`src/rtl/clint_ctrl_pkg.sv`:
```
// rtl/clint_ctrl_pkg.sv - widths, CSR addresses, mcause codes, mstatus fields and FSM states for clint_ctrl
package clint_ctrl_pkg;

   localparam int RV32_ADDR_WIDTH = 32;
   localparam int RV32_DATA_WIDTH = 32;

   localparam logic [11:0] CSR_MSTATUS = 12'h300;
   localparam logic [11:0] CSR_MEPC    = 12'h341;
   localparam logic [11:0] CSR_MCAUSE  = 12'h342;

   localparam logic [RV32_DATA_WIDTH-1:0] MCAUSE_ECALL_M   = 32'h0000_000B;
   localparam logic [RV32_DATA_WIDTH-1:0] MCAUSE_EBREAK    = 32'h0000_0003;
   localparam logic [RV32_DATA_WIDTH-1:0] MCAUSE_IRQ_EXT_M = 32'h8000_000B;

   localparam int MSTATUS_MIE  = 3;
   localparam int MSTATUS_MPIE = 7;
   localparam int MSTATUS_MPP  = 11;

   // Direct mode only: the mode bits of mtvec never reach the PC.
   localparam logic [RV32_ADDR_WIDTH-1:0] MTVEC_BASE_MASK = 32'hFFFF_FFFC;

   typedef enum logic [2:0] {
      ST_IDLE      = 3'd0,
      ST_S_MEPC    = 3'd1,
      ST_S_MCAUSE  = 3'd2,
      ST_S_MSTATUS = 3'd3,
      ST_S_JUMP    = 3'd4,
      ST_R_MSTATUS = 3'd5,
      ST_R_JUMP    = 3'd6
   } clint_state_e;

   function automatic logic [RV32_ADDR_WIDTH-1:0] csr_addr(input logic [11:0] a);
      return {{(RV32_ADDR_WIDTH-12){1'b0}}, a};
   endfunction

   function automatic logic [RV32_DATA_WIDTH-1:0] mstatus_on_trap(input logic [RV32_DATA_WIDTH-1:0] s);
      logic [RV32_DATA_WIDTH-1:0] r;
      r                   = s;
      r[MSTATUS_MPIE]     = s[MSTATUS_MIE];
      r[MSTATUS_MIE]      = 1'b0;
      r[MSTATUS_MPP +: 2] = 2'b11;
      return r;
   endfunction

   function automatic logic [RV32_DATA_WIDTH-1:0] mstatus_on_mret(input logic [RV32_DATA_WIDTH-1:0] s);
      logic [RV32_DATA_WIDTH-1:0] r;
      r                   = s;
      r[MSTATUS_MIE]      = s[MSTATUS_MPIE];
      r[MSTATUS_MPIE]     = 1'b1;
      r[MSTATUS_MPP +: 2] = 2'b11;
      return r;
   endfunction

endpackage

```
`src/rtl/clint_ctrl_if.sv`:
```
// rtl/clint_ctrl_if.sv - pipeline/CSR-file side signals of the trap sequencer
interface clint_ctrl_if;
   import clint_ctrl_pkg::*;

   logic                       i_ex_valid;
   logic [RV32_ADDR_WIDTH-1:0] i_ex_pc;
   logic                       i_ecall;
   logic                       i_ebreak;
   logic                       i_mret;
   logic                       i_irq_ext;
   logic [RV32_DATA_WIDTH-1:0] i_csr_mstatus;
   logic [RV32_DATA_WIDTH-1:0] i_csr_mepc;
   logic [RV32_DATA_WIDTH-1:0] i_csr_mtvec;

   logic                       o_clint_mode;
   logic                       o_clint_csr_wr_en;
   logic [RV32_ADDR_WIDTH-1:0] o_clint_csr_wr_addr;
   logic [RV32_DATA_WIDTH-1:0] o_clint_csr_wr_data;
   logic                       o_stall;
   logic                       o_flush;
   logic                       o_jump_en;
   logic [RV32_ADDR_WIDTH-1:0] o_jump_addr;

   modport master (
      output i_ex_valid, i_ex_pc, i_ecall, i_ebreak, i_mret, i_irq_ext,
      output i_csr_mstatus, i_csr_mepc, i_csr_mtvec,
      input  o_clint_mode, o_clint_csr_wr_en, o_clint_csr_wr_addr, o_clint_csr_wr_data,
      input  o_stall, o_flush, o_jump_en, o_jump_addr
   );

   modport slave (
      input  i_ex_valid, i_ex_pc, i_ecall, i_ebreak, i_mret, i_irq_ext,
      input  i_csr_mstatus, i_csr_mepc, i_csr_mtvec,
      output o_clint_mode, o_clint_csr_wr_en, o_clint_csr_wr_addr, o_clint_csr_wr_data,
      output o_stall, o_flush, o_jump_en, o_jump_addr
   );

endinterface

```
`src/rtl/clint_ctrl.sv`:
```
// rtl/clint_ctrl.sv - trap entry/return sequencer driving the CSR write port, stall, flush and redirect
module clint_ctrl
   import clint_ctrl_pkg::*;
(
   input logic         clk,
   input logic         rst_n,
   clint_ctrl_if.slave bus
);

   clint_state_e               state_q, state_d;
   logic [RV32_ADDR_WIDTH-1:0] pc_q, pc_d;
   logic [RV32_DATA_WIDTH-1:0] cause_q, cause_d;
   logic                       req_ecall, req_ebreak, req_mret, req_irq, req_trap;

   // Fixed priority ecall > ebreak > mret > interrupt, all qualified by a live EX instruction.
   always_comb begin
      req_ecall  = bus.i_ex_valid & bus.i_ecall;
      req_ebreak = bus.i_ex_valid & bus.i_ebreak & ~bus.i_ecall;
      req_mret   = bus.i_ex_valid & bus.i_mret & ~bus.i_ecall & ~bus.i_ebreak;
      req_irq    = bus.i_ex_valid & bus.i_irq_ext & bus.i_csr_mstatus[MSTATUS_MIE]
                   & ~bus.i_ecall & ~bus.i_ebreak & ~bus.i_mret;
      req_trap   = req_ecall | req_ebreak | req_irq;
   end

   always_ff @(posedge clk) begin
      if (!rst_n) begin
         state_q <= ST_IDLE;
         pc_q    <= '0;
         cause_q <= '0;
      end else begin
         state_q <= state_d;
         pc_q    <= pc_d;
         cause_q <= cause_d;
      end
   end

   always_comb begin
      state_d                 = state_q;
      pc_d                    = pc_q;
      cause_d                 = cause_q;
      bus.o_clint_mode        = 1'b1;
      bus.o_clint_csr_wr_en   = 1'b0;
      bus.o_clint_csr_wr_addr = '0;
      bus.o_clint_csr_wr_data = '0;
      bus.o_stall             = 1'b1;
      bus.o_flush             = 1'b0;
      bus.o_jump_en           = 1'b0;
      bus.o_jump_addr         = '0;

      case (state_q)
         ST_IDLE: begin
            bus.o_clint_mode = 1'b0;
            bus.o_stall      = req_trap | req_mret;
            if (req_trap | req_mret) begin
               pc_d = bus.i_ex_pc;
            end
            if (req_ecall) begin
               cause_d = MCAUSE_ECALL_M;
            end else if (req_ebreak) begin
               cause_d = MCAUSE_EBREAK;
            end else if (req_irq) begin
               cause_d = MCAUSE_IRQ_EXT_M;
            end
            if (req_trap) begin
               state_d = ST_S_MEPC;
            end else if (req_mret) begin
               state_d = ST_R_MSTATUS;
            end
         end
         ST_S_MEPC: begin
            bus.o_clint_csr_wr_en   = 1'b1;
            bus.o_clint_csr_wr_addr = csr_addr(CSR_MEPC);
            bus.o_clint_csr_wr_data = pc_q;
            state_d                 = ST_S_MCAUSE;
         end
         ST_S_MCAUSE: begin
            bus.o_clint_csr_wr_en   = 1'b1;
            bus.o_clint_csr_wr_addr = csr_addr(CSR_MCAUSE);
            bus.o_clint_csr_wr_data = cause_q;
            state_d                 = ST_S_MSTATUS;
         end
         ST_S_MSTATUS: begin
            bus.o_clint_csr_wr_en   = 1'b1;
            bus.o_clint_csr_wr_addr = csr_addr(CSR_MSTATUS);
            bus.o_clint_csr_wr_data = mstatus_on_trap(bus.i_csr_mstatus);
            state_d                 = ST_S_JUMP;
         end
         ST_S_JUMP: begin
            bus.o_flush     = 1'b1;
            bus.o_jump_en   = 1'b1;
            bus.o_jump_addr = bus.i_csr_mtvec & MTVEC_BASE_MASK;
            state_d         = ST_IDLE;
         end
         ST_R_MSTATUS: begin
            bus.o_clint_csr_wr_en   = 1'b1;
            bus.o_clint_csr_wr_addr = csr_addr(CSR_MSTATUS);
            bus.o_clint_csr_wr_data = mstatus_on_mret(bus.i_csr_mstatus);
            state_d                 = ST_R_JUMP;
         end
         ST_R_JUMP: begin
            bus.o_flush     = 1'b1;
            bus.o_jump_en   = 1'b1;
            bus.o_jump_addr = bus.i_csr_mepc;
            state_d         = ST_IDLE;
         end
         default: begin
            state_d = ST_IDLE;
         end
      endcase

      // Outputs are silenced for the whole reset cycle, including the combinational stall.
      if (!rst_n) begin
         bus.o_clint_mode        = 1'b0;
         bus.o_clint_csr_wr_en   = 1'b0;
         bus.o_clint_csr_wr_addr = '0;
         bus.o_clint_csr_wr_data = '0;
         bus.o_stall             = 1'b0;
         bus.o_flush             = 1'b0;
         bus.o_jump_en           = 1'b0;
         bus.o_jump_addr         = '0;
      end
   end

endmodule

```
`src/flat_wrapper.sv`:
```
// flat-port wrapper written by rule: the top's interface ports become plain ports
module clint_ctrl_flat import clint_ctrl_pkg::*;
  (clk, rst_n, bus_i_ex_valid, bus_i_ex_pc, bus_i_ecall, bus_i_ebreak, bus_i_mret, bus_i_irq_ext, bus_i_csr_mstatus, bus_i_csr_mepc, bus_i_csr_mtvec, bus_o_clint_mode, bus_o_clint_csr_wr_en, bus_o_clint_csr_wr_addr, bus_o_clint_csr_wr_data, bus_o_stall, bus_o_flush, bus_o_jump_en, bus_o_jump_addr);
  clint_ctrl_if bus_i ();
  input logic clk;
  input logic rst_n;
  input wire logic [$bits(bus_i.i_ex_valid)-1:0] bus_i_ex_valid;
  input wire logic [$bits(bus_i.i_ex_pc)-1:0] bus_i_ex_pc;
  input wire logic [$bits(bus_i.i_ecall)-1:0] bus_i_ecall;
  input wire logic [$bits(bus_i.i_ebreak)-1:0] bus_i_ebreak;
  input wire logic [$bits(bus_i.i_mret)-1:0] bus_i_mret;
  input wire logic [$bits(bus_i.i_irq_ext)-1:0] bus_i_irq_ext;
  input wire logic [$bits(bus_i.i_csr_mstatus)-1:0] bus_i_csr_mstatus;
  input wire logic [$bits(bus_i.i_csr_mepc)-1:0] bus_i_csr_mepc;
  input wire logic [$bits(bus_i.i_csr_mtvec)-1:0] bus_i_csr_mtvec;
  output wire logic [$bits(bus_i.o_clint_mode)-1:0] bus_o_clint_mode;
  output wire logic [$bits(bus_i.o_clint_csr_wr_en)-1:0] bus_o_clint_csr_wr_en;
  output wire logic [$bits(bus_i.o_clint_csr_wr_addr)-1:0] bus_o_clint_csr_wr_addr;
  output wire logic [$bits(bus_i.o_clint_csr_wr_data)-1:0] bus_o_clint_csr_wr_data;
  output wire logic [$bits(bus_i.o_stall)-1:0] bus_o_stall;
  output wire logic [$bits(bus_i.o_flush)-1:0] bus_o_flush;
  output wire logic [$bits(bus_i.o_jump_en)-1:0] bus_o_jump_en;
  output wire logic [$bits(bus_i.o_jump_addr)-1:0] bus_o_jump_addr;
  assign bus_i.i_ex_valid = bus_i_ex_valid;
  assign bus_i.i_ex_pc = bus_i_ex_pc;
  assign bus_i.i_ecall = bus_i_ecall;
  assign bus_i.i_ebreak = bus_i_ebreak;
  assign bus_i.i_mret = bus_i_mret;
  assign bus_i.i_irq_ext = bus_i_irq_ext;
  assign bus_i.i_csr_mstatus = bus_i_csr_mstatus;
  assign bus_i.i_csr_mepc = bus_i_csr_mepc;
  assign bus_i.i_csr_mtvec = bus_i_csr_mtvec;
  assign bus_o_clint_mode = bus_i.o_clint_mode;
  assign bus_o_clint_csr_wr_en = bus_i.o_clint_csr_wr_en;
  assign bus_o_clint_csr_wr_addr = bus_i.o_clint_csr_wr_addr;
  assign bus_o_clint_csr_wr_data = bus_i.o_clint_csr_wr_data;
  assign bus_o_stall = bus_i.o_stall;
  assign bus_o_flush = bus_i.o_flush;
  assign bus_o_jump_en = bus_i.o_jump_en;
  assign bus_o_jump_addr = bus_i.o_jump_addr;
  clint_ctrl u_core (.clk(clk), .rst_n(rst_n), .bus(bus_i));
endmodule
```
`config.mk`:
```
export PLATFORM = sky130hd
export DESIGN_NAME = clint_ctrl_flat
export DESIGN_NICKNAME = d
export VERILOG_FILES = /design/src/rtl/clint_ctrl_pkg.sv /design/src/rtl/clint_ctrl_if.sv /design/src/rtl/clint_ctrl.sv /design/src/flat_wrapper.sv
export SDC_FILE = /design/constraint.sdc
export NUM_CORES = 1
export LEC_CHECK = 0
export ABC_AREA = 1
export CAP_MARGIN = 20
export CORE_MARGIN = 2
export CORE_UTILIZATION = 39
export DETAILED_ROUTE_END_ITERATION = 6
export PLACE_DENSITY = 0.95
export SETUP_SLACK_MARGIN = 0.4
export SLEW_MARGIN = 10
export SYNTH_ARGS = -nofsm -noshare
export SYNTH_HDL_FRONTEND = slang
export SYNTH_SLANG_ARGS = --single-unit
```
`constraint.sdc`:
```
create_clock -name clk -period 2.83 [get_ports clk]
set_clock_uncertainty 0.1 [all_clocks]
set_input_delay 0.566 -clock clk [delete_from_list [all_inputs] [get_ports clk]]
set_output_delay 0.566 -clock clk [all_outputs]
set_load 0.01 [all_outputs]
```
# Word level (Yosys, flattened, before mapping)
# Index checks and enable logic that the tools add are counted.
# word_totals
inputBits	135
output_inout_bits	101
register_bits	67
elab_cells	54
# classes
bitwise_logic	17
muxes	20
reduce_logical	7
eq_ne	7
# op_table
op	n
$mux 32	5
$pmux 32 s4	1
$pmux 32 s2	1
$pmux 10 s3	1
$pmux 3 s5	1
$and 1x1->1	11
$mux 10	1
$eq 3x3->1 const B	3
$mux 1	8
$eq 3x2->1 const B	2
$mux 3	2
$reduce_and 2->1	2
$reduce_or 2->1	2
$reduce_or 4->1	1
$eq 3x1->1 const B	1
$logic_not 3->1	1
$ne 3x1->1 const B	1
$not 1->1	3
$or 1x1->1	3
$reduce_bool 3->1	1

# Logic depth before layout (Yosys ltp)
# logic_depth
ltp_word	9
mapped_depth	9
mapped_depth_nobuf	8

# Worst setup path after synthesis
# No wires, ideal clock.
# synth_timing
path_kind	input to output
startpoint	input port rst_n
endpoint	output port bus_o_jump_en
slack_ns	0.714
n_path_buf	3
t_arrival_ns	1.450
stages	5
t_required_ns	2.164
cell_sequence	buf_2 nand3_1 clkbuf_1 inv_1 buf_4
# synth_via
elab_chain_cells	1
# synth_rtl
item	line_no	text
from (decl)	flat_wrapper.sv:6	input logic rst_n;
$mux 1	--	
to (decl)	flat_wrapper.sv:22	output wire logic [$bits(bus_i.o_jump_en)-1:0] bus_o_jump_en;
# No other way between the ends.

# Final worst setup path
# layout_timing
startpoint	register u_core.state_q[0]
endpoint	output port bus_o_clint_csr_wr_data[11]
# layout_via
elab_chain_cells	3
elab_cells_between_ends	6
cone_classes	eq/ne: 4; mux: 2
# layout_rtl
item	line_no	text
from (decl)	clint_ctrl.sv:10	clint_state_e state_q, state_d;
from (signal assigned)	clint_ctrl.sv:31	state_q <= state_d;
$eq 3x3->1, or another cell as far along	clint_ctrl.sv:50	case (state_q)
$pmux 32 s4 *	clint_ctrl.sv:50	
$mux 32 *	clint_ctrl.sv:112	if (!rst_n) begin
to (decl)	flat_wrapper.sv:19	output wire logic [$bits(bus_i.o_clint_csr_wr_data)-1:0] bus_o_clint_csr_wr_data;
# Every way passes the cells marked *; elsewhere a longest branch is shown, timed or not.

==> results.yml <==
global_routing:
  overflow: 0
  grt_max_degree: 38
  grtUsageMet2: 0.464
  grt_pass1_wl_um: 20700
  grtUsageTotal: 0.262
  grt_use_met3: 0.0468
  grt_pass1_vias: 4175
  grt_antenna_before_repair: 0
  busiest_layer: "met2"
  grt_util_met1: 0.320
pwr:
  power_frac_seq: 0.231
  ir_drop_mv: 0.497
  p_switching_mw: 1.74
  netSwitchingFraction: 0.469
  total_power_mw: 3.71
  p_int_mw: 1.97
  pwr-share-comb: 0.644
  leakagePower_nw: 2.76
  powerDensity_nw_per_um2: 646
  clkPwrFrac: 0.125
placement:
  dp.cells: 869
  postPlaceCellArea_um2: 5380
  place_congestion: 0.794
  portBuffers: 204
  place_ws_ns: 0.108
  hpwlAfterDp_um: 8730
layout:
  final_cells: 898
  mostFrequentLayoutCell: "clkdlybuf4s50_1"
  final_cell_mix: "clkdlybuf4s50_1, nand2_1, inv_1"
  final_cell_area_um2: 5740
  area_growth_pct: 67.9
  nNetsFinal: 924
  drive_gt1_frac: 0.130
  diodes: 0
  n_fill_cell: 766
  final_util: 0.667
timing:
  setup_viol: 0
  whs_ns: 0.349
  final.setup.worst_slack_ns: 0.175
  fin_tns_setup_ns: 0
  maxSlewViolCount: 0
  max_freq_mhz: 377
  rsz0062_at_grt: "yes"
  post-route-min-period_ns: 2.65
  final_hold_viol_count: 0
  post-route-period-util: 0.938
die:
  die_area_um2: 9530
  row_count: 34
  start_util: 0.398
  die_w_um: 97.6
  fp.dieH_um: 97.6
  io_pins: 236
  coreArea_um2: 8590
logic_synthesis:
  seq_area_frac_synth: 0.223
  syn_area_per_cell_um2: 5.77
  netlist_area_um2: 3420
  synth_mux_area_frac: 0
  synth_compound_area_frac: 0.108
  synth_top_family_by_area: "simple AND/OR/NAND/NOR gates"
  yosys_warnings: 0
  synth-simple-area-share: 0.401
  ys_ff_latch: 38
  syn_inst: 592
  synth-xor-area-share: 0
  synth_cell_type_count: 23
  synth_fa_ha_area_frac: 0
worst_setup_path:
  regToRegEndpoint: "u_core.pc_q[6]"
  crit_arrival_ns: 1.99
  worstRegToRegCells: 9
  cp_num_buf_inv: 3
  critPathMaxStageDelay_ns: 0.55
  crit_type: "flop to primary output"
  crit_required_ns: 2.16
  crit_family: "buffers and inverters"
  cp-endpoint: "bus_o_clint_csr_wr_data[11]"
  cp-end-kind: "primary output"
  worstPathCellList: "inv_4 -> nor2_4 -> nand2_8 -> nand2_8 -> inv_1 -> a21oi_1 -> clkdlybuf4s50_1"
  crit_path_start_kind: "flop"
  r2r-start: "u_core.state_q[2]"
  cp_max_fo: 7
  path_common_cell: "nand2_8"
  worstSetupPathDepth: 7
  critPathSlowestCell: "clkdlybuf4s50_1"
  crit_path_start: "u_core.state_q[0]"
  rrSetupSlack_ns: 0.99
hold_path:
  hold_class: "flop to flop"
route:
  wl_um: 12800
  drc: 0
  final_antenna_net_count: 0
  first_iter_violations: 203
  avgViaCountPerCell: 4.94
  firstDrtPassIters: 4
  routedWlPerCell_um: 14.3
  routed-via-count: 4437
status:
  status: "completed"
clock_network:
  clock_latency_ns: 0.29
  clock-sinks: 38
  cts_buffers: 5
  cts_tree: "built"
  cts_hold_buffers: 0
  cts_buffer_depth: 2
  cts_root_buf: "clkbuf_8"
  clk_pin_slew_worst_paths_ns: 0.08
  cts_max_level: 2
job:
  drv_cap: 0
## kinds of logic (layout without fill, tap and decap cells)
family	count (synthesis)	in the layout
DFF	38	38
and+or+nand+nor	289	291
AOI/OAI and AO/OA	72	72
buffers and inverters	192	362
other	1	27
## final cells by class
type	count	area, um2	share of cell area
repair inverters	1	16.3	0.00284
clock buffers	7	76.3	0.0133
repair buffers	240	2280	0.398
flip-flops and latches	38	772	0.135
well taps	108	135	0.0236
inverters	113	449	0.0783
multi-input cells	390	1970	0.344
clock inverters	1	30.0	0.00524
## synthesized netlist by cell type
cell / count / area share
dfxtp_1: 38 / 0.22
nand2_2: 2 / 0.0037
nand2_4: 1 / 0.0033
nand2_1: 135 / 0.15
clkbuf_1: 20 / 0.022
nand3_1: 7 / 0.010
o21ai_0: 5 / 0.0073
nand3_2: 1 / 0.0029
nor2_4: 2 / 0.0066
a21boi_0: 3 / 0.0066
nand4_1: 94 / 0.17
buf_2: 5 / 0.0073
inv_2: 1 / 0.0011
buf_1: 12 / 0.013
a21oi_1: 64 / 0.094
conb_1: 1 / 0.0011
buf_6: 8 / 0.026
clkinv_2: 1 / 0.0015
inv_1: 111 / 0.12
nand3b_1: 1 / 0.0022
nor2_2: 1 / 0.0018
nor2_1: 45 / 0.049
buf_4: 34 / 0.075
## registers in the layout, summed over array words and instances (netlist names)
name,flops
u_core.pc_q,32
u_core.cause_q,3
u_core.state_q,3
## timing repair
item	CTS	global route
gates resized for setup	91	74
cloned	5	0
endpoints found under the setup margin	73	68
pin swaps	2	5
setup buffers	6	10
## worst min-delay path by stage
stage / from / end / slack, ns / cells after the start
floorplan: u_core.cause_q[31] / u_core.cause_q[31] / 0.33 / 2
global placement: u_core.cause_q[1] / u_core.cause_q[1] / 0.34 / 2
detailed placement: u_core.cause_q[1] / u_core.cause_q[1] / 0.34 / 2
CTS: u_core.cause_q[1] / u_core.cause_q[1] / 0.35 / 2
global route: u_core.cause_q[31] / u_core.cause_q[31] / 0.38 / 2
finish: u_core.cause_q[1] / u_core.cause_q[1] / 0.35 / 2
## power groups by stage
stage | combinational [mW] | clock (mW) | sequential, mW
after global placement | 2.04 | 0 | 0.830
after floorplan | 1.48 | 0 | 0.795
after detailed placement | 2.07 | 0 | 0.844
after global routing | 2.65 | 0.488 | 0.875
final | 2.39 | 0.462 | 0.856
after CTS | 2.29 | 0.469 | 0.870
## tightest hold or removal path: stages, from the launching register on
cell	delay, ns
dfxtp_1	0.31
inv_1	0.05
a21oi_1	0.05
## per-layer routing
layer  routed length (um)  vias to the layer above
li1                     -                     2238
met1                 5130                     1982
met2                 6390                      192
met3                  982                       25
met4                  334                        0
met5                    0                        -
Power figures use the tool's default switching activity.
